**config.mk**
```make
export PLATFORM = sky130hd
export DESIGN_NAME = reorder_buffer_flat
export DESIGN_NICKNAME = d
export VERILOG_FILES = /design/src/rtl/reorder_buffer_if.sv /design/src/rtl/reorder_buffer.sv /design/src/flat_wrapper.sv
export SDC_FILE = /design/constraint.sdc
export NUM_CORES = 2
export LEC_CHECK = 0
export BUFFER_PORTS_ARGS = -buffer_cell sky130_fd_sc_hd__buf_2
export CAP_MARGIN = 20
export CELL_PAD_IN_SITES_DETAIL_PLACEMENT = 0
export CELL_PAD_IN_SITES_GLOBAL_PLACEMENT = 1
export CORE_ASPECT_RATIO = 0.8
export CORE_UTILIZATION = 50
export DETAILED_ROUTE_END_ITERATION = 8
export GPL_ROUTABILITY_DRIVEN = 0
export GPL_TIMING_DRIVEN = 0
export PLACE_DENSITY = 0.89
export SYNTH_ARGS = -nofsm -noshare
export SYNTH_HDL_FRONTEND = slang
export SYNTH_SLANG_ARGS = --single-unit
```
**constraint.sdc**
```tcl
create_clock -name clk -period 27.8 [get_ports clk]
set_input_delay 1.39 -clock clk [delete_from_list [all_inputs] [get_ports clk]]
set_output_delay 1.39 -clock clk [all_outputs]
set_load 0.005 [all_outputs]
```
**src/rtl/reorder_buffer_if.sv**
```systemverilog
// Handshake bundle between the ID/ROB stage, execution writeback and the ROB.
// master = pipeline side, slave = reorder buffer.
interface reorder_buffer_if #(
  parameter int ROB_IDX_WIDTH = 3,
  parameter int EXC_WIDTH     = 8
);
  logic                     flush;
  logic                     alloc_en;
  logic                     reg_write_en_in;
  logic [4:0]               reg_write_addr_in;
  logic [EXC_WIDTH-1:0]     exception_type_in;
  logic                     is_delayslot_in;
  logic [31:0]              pc_in;
  logic [ROB_IDX_WIDTH-1:0] alloc_idx;
  logic                     rob_full;
  logic                     wb_en;
  logic [ROB_IDX_WIDTH-1:0] wb_idx;
  logic [31:0]              wb_data;
  logic                     commit_en;
  logic                     commit_reg_write_en;
  logic [4:0]               commit_reg_write_addr;
  logic [31:0]              commit_data;
  logic [31:0]              commit_pc;
  logic [EXC_WIDTH-1:0]     commit_exception_type;
  logic                     commit_is_delayslot;
  logic [ROB_IDX_WIDTH-1:0] commit_idx;

  modport master (
    output flush, alloc_en, reg_write_en_in, reg_write_addr_in, exception_type_in,
           is_delayslot_in, pc_in, wb_en, wb_idx, wb_data,
    input  alloc_idx, rob_full, commit_en, commit_reg_write_en, commit_reg_write_addr,
           commit_data, commit_pc, commit_exception_type, commit_is_delayslot, commit_idx
  );

  modport slave (
    input  flush, alloc_en, reg_write_en_in, reg_write_addr_in, exception_type_in,
           is_delayslot_in, pc_in, wb_en, wb_idx, wb_data,
    output alloc_idx, rob_full, commit_en, commit_reg_write_en, commit_reg_write_addr,
           commit_data, commit_pc, commit_exception_type, commit_is_delayslot, commit_idx
  );
endinterface

```
**src/rtl/reorder_buffer.sv**
```systemverilog
// In-order retirement buffer: allocate at tail, out-of-order writeback,
// retire one done entry per cycle from head.
module reorder_buffer #(
  parameter int ROB_DEPTH     = 8,
  parameter int ROB_IDX_WIDTH = 3,
  parameter int EXC_WIDTH     = 8
) (
  input  logic             clk,
  input  logic             rst,
  reorder_buffer_if.slave  rob
);
  localparam int PW = ROB_IDX_WIDTH + 1;

  logic [PW-1:0]                          r_head, r_tail;
  logic [PW-1:0]                          w_count;
  logic [ROB_IDX_WIDTH-1:0]               w_head_idx, w_tail_idx;
  logic                                   w_full, w_alloc, w_commit;

  logic [ROB_DEPTH-1:0]                   r_valid, r_done, r_we, r_dly;
  logic [ROB_DEPTH-1:0][31:0]             r_data, r_pc;
  logic [ROB_DEPTH-1:0][4:0]              r_rd;
  logic [ROB_DEPTH-1:0][EXC_WIDTH-1:0]    r_exc;

  assign w_head_idx = r_head[ROB_IDX_WIDTH-1:0];
  assign w_tail_idx = r_tail[ROB_IDX_WIDTH-1:0];
  assign w_count    = r_tail - r_head;
  assign w_full     = (w_count == PW'(ROB_DEPTH));
  // Both decisions use pre-edge state, so a commit never frees a slot for the same edge.
  assign w_alloc    = rob.alloc_en && !w_full;
  assign w_commit   = r_valid[w_head_idx] && r_done[w_head_idx];

  assign rob.rob_full  = w_full;
  assign rob.alloc_idx = w_tail_idx;

  always_ff @(posedge clk or posedge rst) begin
    if (rst) begin
      r_head <= '0;
      r_tail <= '0;
    end else if (rob.flush) begin
      r_head <= '0;
      r_tail <= '0;
    end else begin
      if (w_alloc)  r_tail <= r_tail + PW'(1);
      if (w_commit) r_head <= r_head + PW'(1);
    end
  end

  // A non-full tail slot is always invalid, so alloc and wb never collide on one entry.
  always_ff @(posedge clk or posedge rst) begin
    if (rst) begin
      r_valid <= '0;
      r_done  <= '0;
      r_we    <= '0;
      r_dly   <= '0;
      r_data  <= '0;
      r_pc    <= '0;
      r_rd    <= '0;
      r_exc   <= '0;
    end else if (rob.flush) begin
      r_valid <= '0;
      r_done  <= '0;
    end else begin
      for (int i = 0; i < ROB_DEPTH; i++) begin
        if (w_commit && w_head_idx == ROB_IDX_WIDTH'(i))
          r_valid[i] <= 1'b0;
        if (rob.wb_en && rob.wb_idx == ROB_IDX_WIDTH'(i) && r_valid[i]) begin
          r_done[i] <= 1'b1;
          r_data[i] <= rob.wb_data;
        end
        if (w_alloc && w_tail_idx == ROB_IDX_WIDTH'(i)) begin
          r_valid[i] <= 1'b1;
          r_done[i]  <= |rob.exception_type_in;
          r_data[i]  <= '0;
          r_we[i]    <= rob.reg_write_en_in;
          r_rd[i]    <= rob.reg_write_addr_in;
          r_exc[i]   <= rob.exception_type_in;
          r_dly[i]   <= rob.is_delayslot_in;
          r_pc[i]    <= rob.pc_in;
        end
      end
    end
  end

  always_ff @(posedge clk or posedge rst) begin
    if (rst) begin
      rob.commit_en             <= 1'b0;
      rob.commit_reg_write_en   <= 1'b0;
      rob.commit_reg_write_addr <= '0;
      rob.commit_data           <= '0;
      rob.commit_pc             <= '0;
      rob.commit_exception_type <= '0;
      rob.commit_is_delayslot   <= 1'b0;
      rob.commit_idx            <= '0;
    end else if (rob.flush) begin
      rob.commit_en <= 1'b0;
    end else begin
      rob.commit_en <= w_commit;
      if (w_commit) begin
        rob.commit_reg_write_en   <= r_we[w_head_idx];
        rob.commit_reg_write_addr <= r_rd[w_head_idx];
        rob.commit_data           <= r_data[w_head_idx];
        rob.commit_pc             <= r_pc[w_head_idx];
        rob.commit_exception_type <= r_exc[w_head_idx];
        rob.commit_is_delayslot   <= r_dly[w_head_idx];
        rob.commit_idx            <= w_head_idx;
      end
    end
  end
endmodule

```
**src/flat_wrapper.sv**
```systemverilog
// flat-port wrapper written by rule: the top's interface ports become plain ports
module reorder_buffer_flat 
#(
  parameter int ROB_DEPTH     = 8,
  parameter int ROB_IDX_WIDTH = 3,
  parameter int EXC_WIDTH     = 8
)
  (clk, rst, rob_flush, rob_alloc_en, rob_reg_write_en_in, rob_reg_write_addr_in, rob_exception_type_in, rob_is_delayslot_in, rob_pc_in, rob_wb_en, rob_wb_idx, rob_wb_data, rob_alloc_idx, rob_rob_full, rob_commit_en, rob_commit_reg_write_en, rob_commit_reg_write_addr, rob_commit_data, rob_commit_pc, rob_commit_exception_type, rob_commit_is_delayslot, rob_commit_idx);
  reorder_buffer_if #(.ROB_IDX_WIDTH(ROB_IDX_WIDTH), .EXC_WIDTH(EXC_WIDTH)) rob_i ();
  input  logic clk;
  input  logic rst;
  input wire logic [$bits(rob_i.flush)-1:0] rob_flush;
  input wire logic [$bits(rob_i.alloc_en)-1:0] rob_alloc_en;
  input wire logic [$bits(rob_i.reg_write_en_in)-1:0] rob_reg_write_en_in;
  input wire logic [$bits(rob_i.reg_write_addr_in)-1:0] rob_reg_write_addr_in;
  input wire logic [$bits(rob_i.exception_type_in)-1:0] rob_exception_type_in;
  input wire logic [$bits(rob_i.is_delayslot_in)-1:0] rob_is_delayslot_in;
  input wire logic [$bits(rob_i.pc_in)-1:0] rob_pc_in;
  input wire logic [$bits(rob_i.wb_en)-1:0] rob_wb_en;
  input wire logic [$bits(rob_i.wb_idx)-1:0] rob_wb_idx;
  input wire logic [$bits(rob_i.wb_data)-1:0] rob_wb_data;
  output wire logic [$bits(rob_i.alloc_idx)-1:0] rob_alloc_idx;
  output wire logic [$bits(rob_i.rob_full)-1:0] rob_rob_full;
  output wire logic [$bits(rob_i.commit_en)-1:0] rob_commit_en;
  output wire logic [$bits(rob_i.commit_reg_write_en)-1:0] rob_commit_reg_write_en;
  output wire logic [$bits(rob_i.commit_reg_write_addr)-1:0] rob_commit_reg_write_addr;
  output wire logic [$bits(rob_i.commit_data)-1:0] rob_commit_data;
  output wire logic [$bits(rob_i.commit_pc)-1:0] rob_commit_pc;
  output wire logic [$bits(rob_i.commit_exception_type)-1:0] rob_commit_exception_type;
  output wire logic [$bits(rob_i.commit_is_delayslot)-1:0] rob_commit_is_delayslot;
  output wire logic [$bits(rob_i.commit_idx)-1:0] rob_commit_idx;
  assign rob_i.flush = rob_flush;
  assign rob_i.alloc_en = rob_alloc_en;
  assign rob_i.reg_write_en_in = rob_reg_write_en_in;
  assign rob_i.reg_write_addr_in = rob_reg_write_addr_in;
  assign rob_i.exception_type_in = rob_exception_type_in;
  assign rob_i.is_delayslot_in = rob_is_delayslot_in;
  assign rob_i.pc_in = rob_pc_in;
  assign rob_i.wb_en = rob_wb_en;
  assign rob_i.wb_idx = rob_wb_idx;
  assign rob_i.wb_data = rob_wb_data;
  assign rob_alloc_idx = rob_i.alloc_idx;
  assign rob_rob_full = rob_i.rob_full;
  assign rob_commit_en = rob_i.commit_en;
  assign rob_commit_reg_write_en = rob_i.commit_reg_write_en;
  assign rob_commit_reg_write_addr = rob_i.commit_reg_write_addr;
  assign rob_commit_data = rob_i.commit_data;
  assign rob_commit_pc = rob_i.commit_pc;
  assign rob_commit_exception_type = rob_i.commit_exception_type;
  assign rob_commit_is_delayslot = rob_i.commit_is_delayslot;
  assign rob_commit_idx = rob_i.commit_idx;
  reorder_buffer #(.ROB_DEPTH(ROB_DEPTH), .ROB_IDX_WIDTH(ROB_IDX_WIDTH), .EXC_WIDTH(EXC_WIDTH)) u_core (.clk(clk), .rst(rst), .rob(rob_i));
endmodule
```
==> metrics.txt <==
# TYPE chip_impl_metric gauge
chip_impl_info{name="final_cell_mix",value="dfrtp_1 (739), mux2_2 (455), nand2_1 (256), a22o_1 (256), buf_2 (244)"} 1
chip_impl_info{name="cpLargestDelayFamily",value="buffers and inverters"} 1
chip_impl_info{name="critical_path.slowest_cell",value="clkbuf_1"} 1
chip_impl_metric{name="floorplan.initialDensity",unit="%"} 50.9
chip_impl_metric{name="synth_top_area_share",unit="%"} 56.3
chip_impl_metric{name="std_cell_rows",unit=""} 83
chip_impl_info{name="grt_setup_unrepaired",value="no"} 1
chip_impl_metric{name="die_x",unit="µm"} 289
chip_impl_metric{name="comb_power_share",unit="%"} 20.4
chip_impl_metric{name="die_height",unit="µm"} 231
chip_impl_metric{name="fraction_of_layout_cells_with_a_size_suffix_above_1",unit="%"} 40.9
chip_impl_metric{name="clock_sinks",unit=""} 739
chip_impl_metric{name="clk_transition_reported_paths",unit="ns"} 0.06
chip_impl_metric{name="post_synth_inst_count",unit=""} 2246
chip_impl_metric{name="maxClockFrequency",unit="MHz"} 202
chip_impl_metric{name="wire_length_of_the_first_global_routing_pass",unit="µm"} 136000
chip_impl_metric{name="dieArea",unit="µm²"} 66800
chip_impl_info{name="dominantRegCellSynth",value="dfrtp_1"} 1
chip_impl_metric{name="htreeDepth",unit=""} 3
chip_impl_metric{name="max_vdd_drop",unit="µV"} 55.0
chip_impl_metric{name="cts_repair_resize_count",unit=""} 0
chip_impl_metric{name="async_reset_ff_share",unit="%"} 100
chip_impl_metric{name="number_of_detailed_route_iterations_in_the_first_pass",unit=""} 7
chip_impl_metric{name="area_growth_syn_to_layout",unit="%"} 14.0
chip_impl_metric{name="place.detailed.hpwl",unit="µm"} 57500
chip_impl_metric{name="skew",unit="ns"} 0.0405
chip_impl_info{name="min_path_type",value="reg2reg"} 1
chip_impl_metric{name="worst-path-stages",unit=""} 8
chip_impl_metric{name="p_per_area",unit="nW/µm²"} 84.6
chip_impl_metric{name="nNetsFinal",unit=""} 2603
chip_impl_metric{name="detailroute.via_count",unit=""} 21041
chip_impl_info{name="hold_path_startpoint",value="u_core.rob.commit_pc[25]"} 1
chip_impl_metric{name="routed_wl",unit="µm"} 86700
chip_impl_metric{name="finalNonFillerCells",unit=""} 3414
chip_impl_info{name="end_kind",value="primary output"} 1
chip_impl_metric{name="avgViaCountPerCell",unit=""} 6.16
chip_impl_metric{name="clock_latency",unit="ns"} 0.63
chip_impl_metric{name="clockBufferDepth",unit=""} 3
chip_impl_metric{name="max-cap-violations",unit=""} 0
chip_impl_metric{name="p_sw_share",unit="%"} 26.5
chip_impl_metric{name="syn_area_per_cell",unit="µm²"} 14.6
chip_impl_info{name="crit-reg2reg-launch",value="u_core.r_head[2]"} 1
chip_impl_metric{name="synth_nets",unit=""} 2348
chip_impl_metric{name="final_antenna_net_count",unit=""} 0
chip_impl_metric{name="synth-warning-count",unit=""} 0
chip_impl_metric{name="final_routed_drc_violation_total",unit=""} 0
chip_impl_metric{name="cts.repair_timing.setup_buffer_count",unit=""} 0
chip_impl_info{name="final_common_cell",value="dfrtp_1"} 1
chip_impl_metric{name="synth.ff_latch_count",unit=""} 739
chip_impl_metric{name="ctsHoldBuffers",unit=""} 0
chip_impl_metric{name="power.internal",unit="mW"} 2.33
chip_impl_metric{name="syn_area",unit="µm²"} 32900
chip_impl_metric{name="drt_iter0_drc",unit=""} 1624
chip_impl_metric{name="track_usage",unit="%"} 26.7
chip_impl_info{name="crit_start",value="u_core.r_head[2]"} 1
chip_impl_metric{name="leakage",unit="nW"} 17.7
chip_impl_metric{name="net-switching-power",unit="mW"} 0.839
chip_impl_info{name="crit_chain",value="inv_2, clkbuf_1, ha_1, and3b_1, o21ai_0, nand4_1, inv_1, buf_2"} 1
chip_impl_metric{name="placeableCoreArea",unit="µm²"} 64600
chip_impl_metric{name="hold_depth",unit=""} 1
chip_impl_metric{name="seq_power_share",unit="%"} 47.0
chip_impl_metric{name="path_max_fanout",unit=""} 11
chip_impl_metric{name="cts-buffers-inserted",unit=""} 74
chip_impl_metric{name="hold_violations",unit=""} 0
chip_impl_metric{name="required",unit="ns"} 26.41
chip_impl_metric{name="placed_cells",unit=""} 3275
chip_impl_metric{name="final.min_clock_period",unit="ns"} 4.94
chip_impl_metric{name="ys_seq_area_share",unit="%"} 56.3
chip_impl_metric{name="worstPathArrival",unit="ns"} 3.55
chip_impl_metric{name="buffer_ports.inserted",unit=""} 173
chip_impl_metric{name="timing.slew.headroom",unit="%"} 31.8
chip_impl_info{name="worstSetupPathType",value="reg2out"} 1
chip_impl_metric{name="total_power",unit="mW"} 3.17
chip_impl_metric{name="grt_remaining_overflow",unit=""} 0
chip_impl_metric{name="finalSetupViolCount",unit=""} 0
chip_impl_metric{name="via_count_of_the_first_global_routing_pass",unit=""} 22777
chip_impl_info{name="yosys.area.top_type",value="dfrtp_1"} 1
chip_impl_metric{name="rr_worst_depth",unit=""} 10
chip_impl_metric{name="tightest_slew",unit="ns"} 1.02
chip_impl_info{name="worstSetupStartpointType",value="register"} 1
chip_impl_metric{name="crit_path_max_incr_delay",unit="ns"} 0.66
chip_impl_info{name="clock_tree_from_tritoncts",value="done"} 1
chip_impl_metric{name="initial_antenna_violation_count",unit=""} 16
chip_impl_metric{name="grt_start_max_net_pins",unit=""} 136
chip_impl_info{name="outcome",value="finished clean"} 1
chip_impl_metric{name="ioPinCount",unit=""} 174
chip_impl_metric{name="ys_types",unit=""} 54
chip_impl_metric{name="period_share",unit="%"} 17.8
chip_impl_metric{name="avgRoutedWirePerCell",unit="µm"} 25.4
chip_impl_metric{name="synth_enable_flop_cells",unit=""} 0
chip_impl_info{name="cts.root.buffer_cell",value="clkbuf_16"} 1
chip_impl_metric{name="pwr-share-clk",unit="%"} 32.5
chip_impl_metric{name="cp_num_buf_inv",unit=""} 4
chip_impl_info{name="synth.area.top_cells",value="dfrtp_1 (56%), mux2_2 (16%), mux4_2 (11%)"} 1
chip_impl_metric{name="drv_slew",unit=""} 0
==> power groups by stage <==
stage	Clock, mW	Combinational, mW	Sequential [mW]
2_1_floorplan	0	0.486	1.46
3_3_place_gp	0	0.616	1.48
3_5_place_dp	0	0.649	1.50
4_1_cts	1.05	0.654	1.49
5_1_grt	1.09	0.705	1.52
6_report	1.03	0.648	1.49
==> stage by stage <==
step                setup WS [ns]  setup TNS [ns]  hold slack [ns]  cell area, µm²  util (%)
global placement           -0.422         -241.72            0.465           34800      53.9
finish                      22.86               0            0.487           37500      58.0
detailed placement          23.53               0            0.475           35000      54.1
CTS                         22.85               0            0.490           37400      58.0
floorplan                    5.67               0            0.459           32900         -
global route                22.70               0            0.505           37500      58.0
==> area by class of cell <==
cell class / instances / area (µm²)
antenna: 9 / 22.5
clock inverter: 32 / 403
multi-input combinational: 1325 / 13300
timing repair buffer: 179 / 1020
sequential: 739 / 18500
inverter: 19 / 78.8
clock buffer: 98 / 2080
buffer: 163 / 967
fill: 4971 / 27100
tap: 850 / 1060
==> state kept, by name (all words and copies together) (netlist names), 32 cells and up <==
register	count
u_core.r_data	256
u_core.rob.commit_data	32
u_core.r_pc	256
u_core.rob.commit_pc	32
u_core.r_rd	40
u_core.r_exc	64
==> kinds of logic after synthesis <==
| logic type | share of synthesized area [%] |
|---|---|
| xor+xnor | 0.187 |
| fa+ha+maj | 0.571 |
| mux | 26.8 |
| compound gates | 8.41 |
| flops | 56.3 |
| simple gates | 4.59 |
| buf+inv | 3.16 |
==> routing by layer <==
metal / GRT usage (%) / share of wire, % / up-vias
met2: 42.6 / 48 / 806
met3: 6.14 / 6.8 / 178
met1: 36.0 / 42 / 11171
met5: 0 / 0.12 / -
li1: - / - / 8870
met4: 9.46 / 3.0 / 16
==> Yosys cell counts, types with 16 or more instances <==
cell type  number
clkbuf_1       38
dfrtp_1       739
mux4_2        160
mux2_2        455
nand2_1       256
buf_6          24
nor2b_1        35
buf_4          23
buf_2          71
nor2_1         24
a22o_1        256
inv_1          18
a21oi_1        16
==> final timing paths <==
path,endpoint,slack (ns)
max,rob_rob_full,22.86
min,u_core.rob.commit_pc[25],0.49
max reg2reg,u_core.r_data[35],23.74
min reg2reg,u_core.rob.commit_pc[25],0.49
max in group asynchronous,u_core.r_pc[137],24.68
min in group asynchronous,u_core.rob.commit_reg_write_addr[2],0.93
Power figures use the tool's default switching activity.
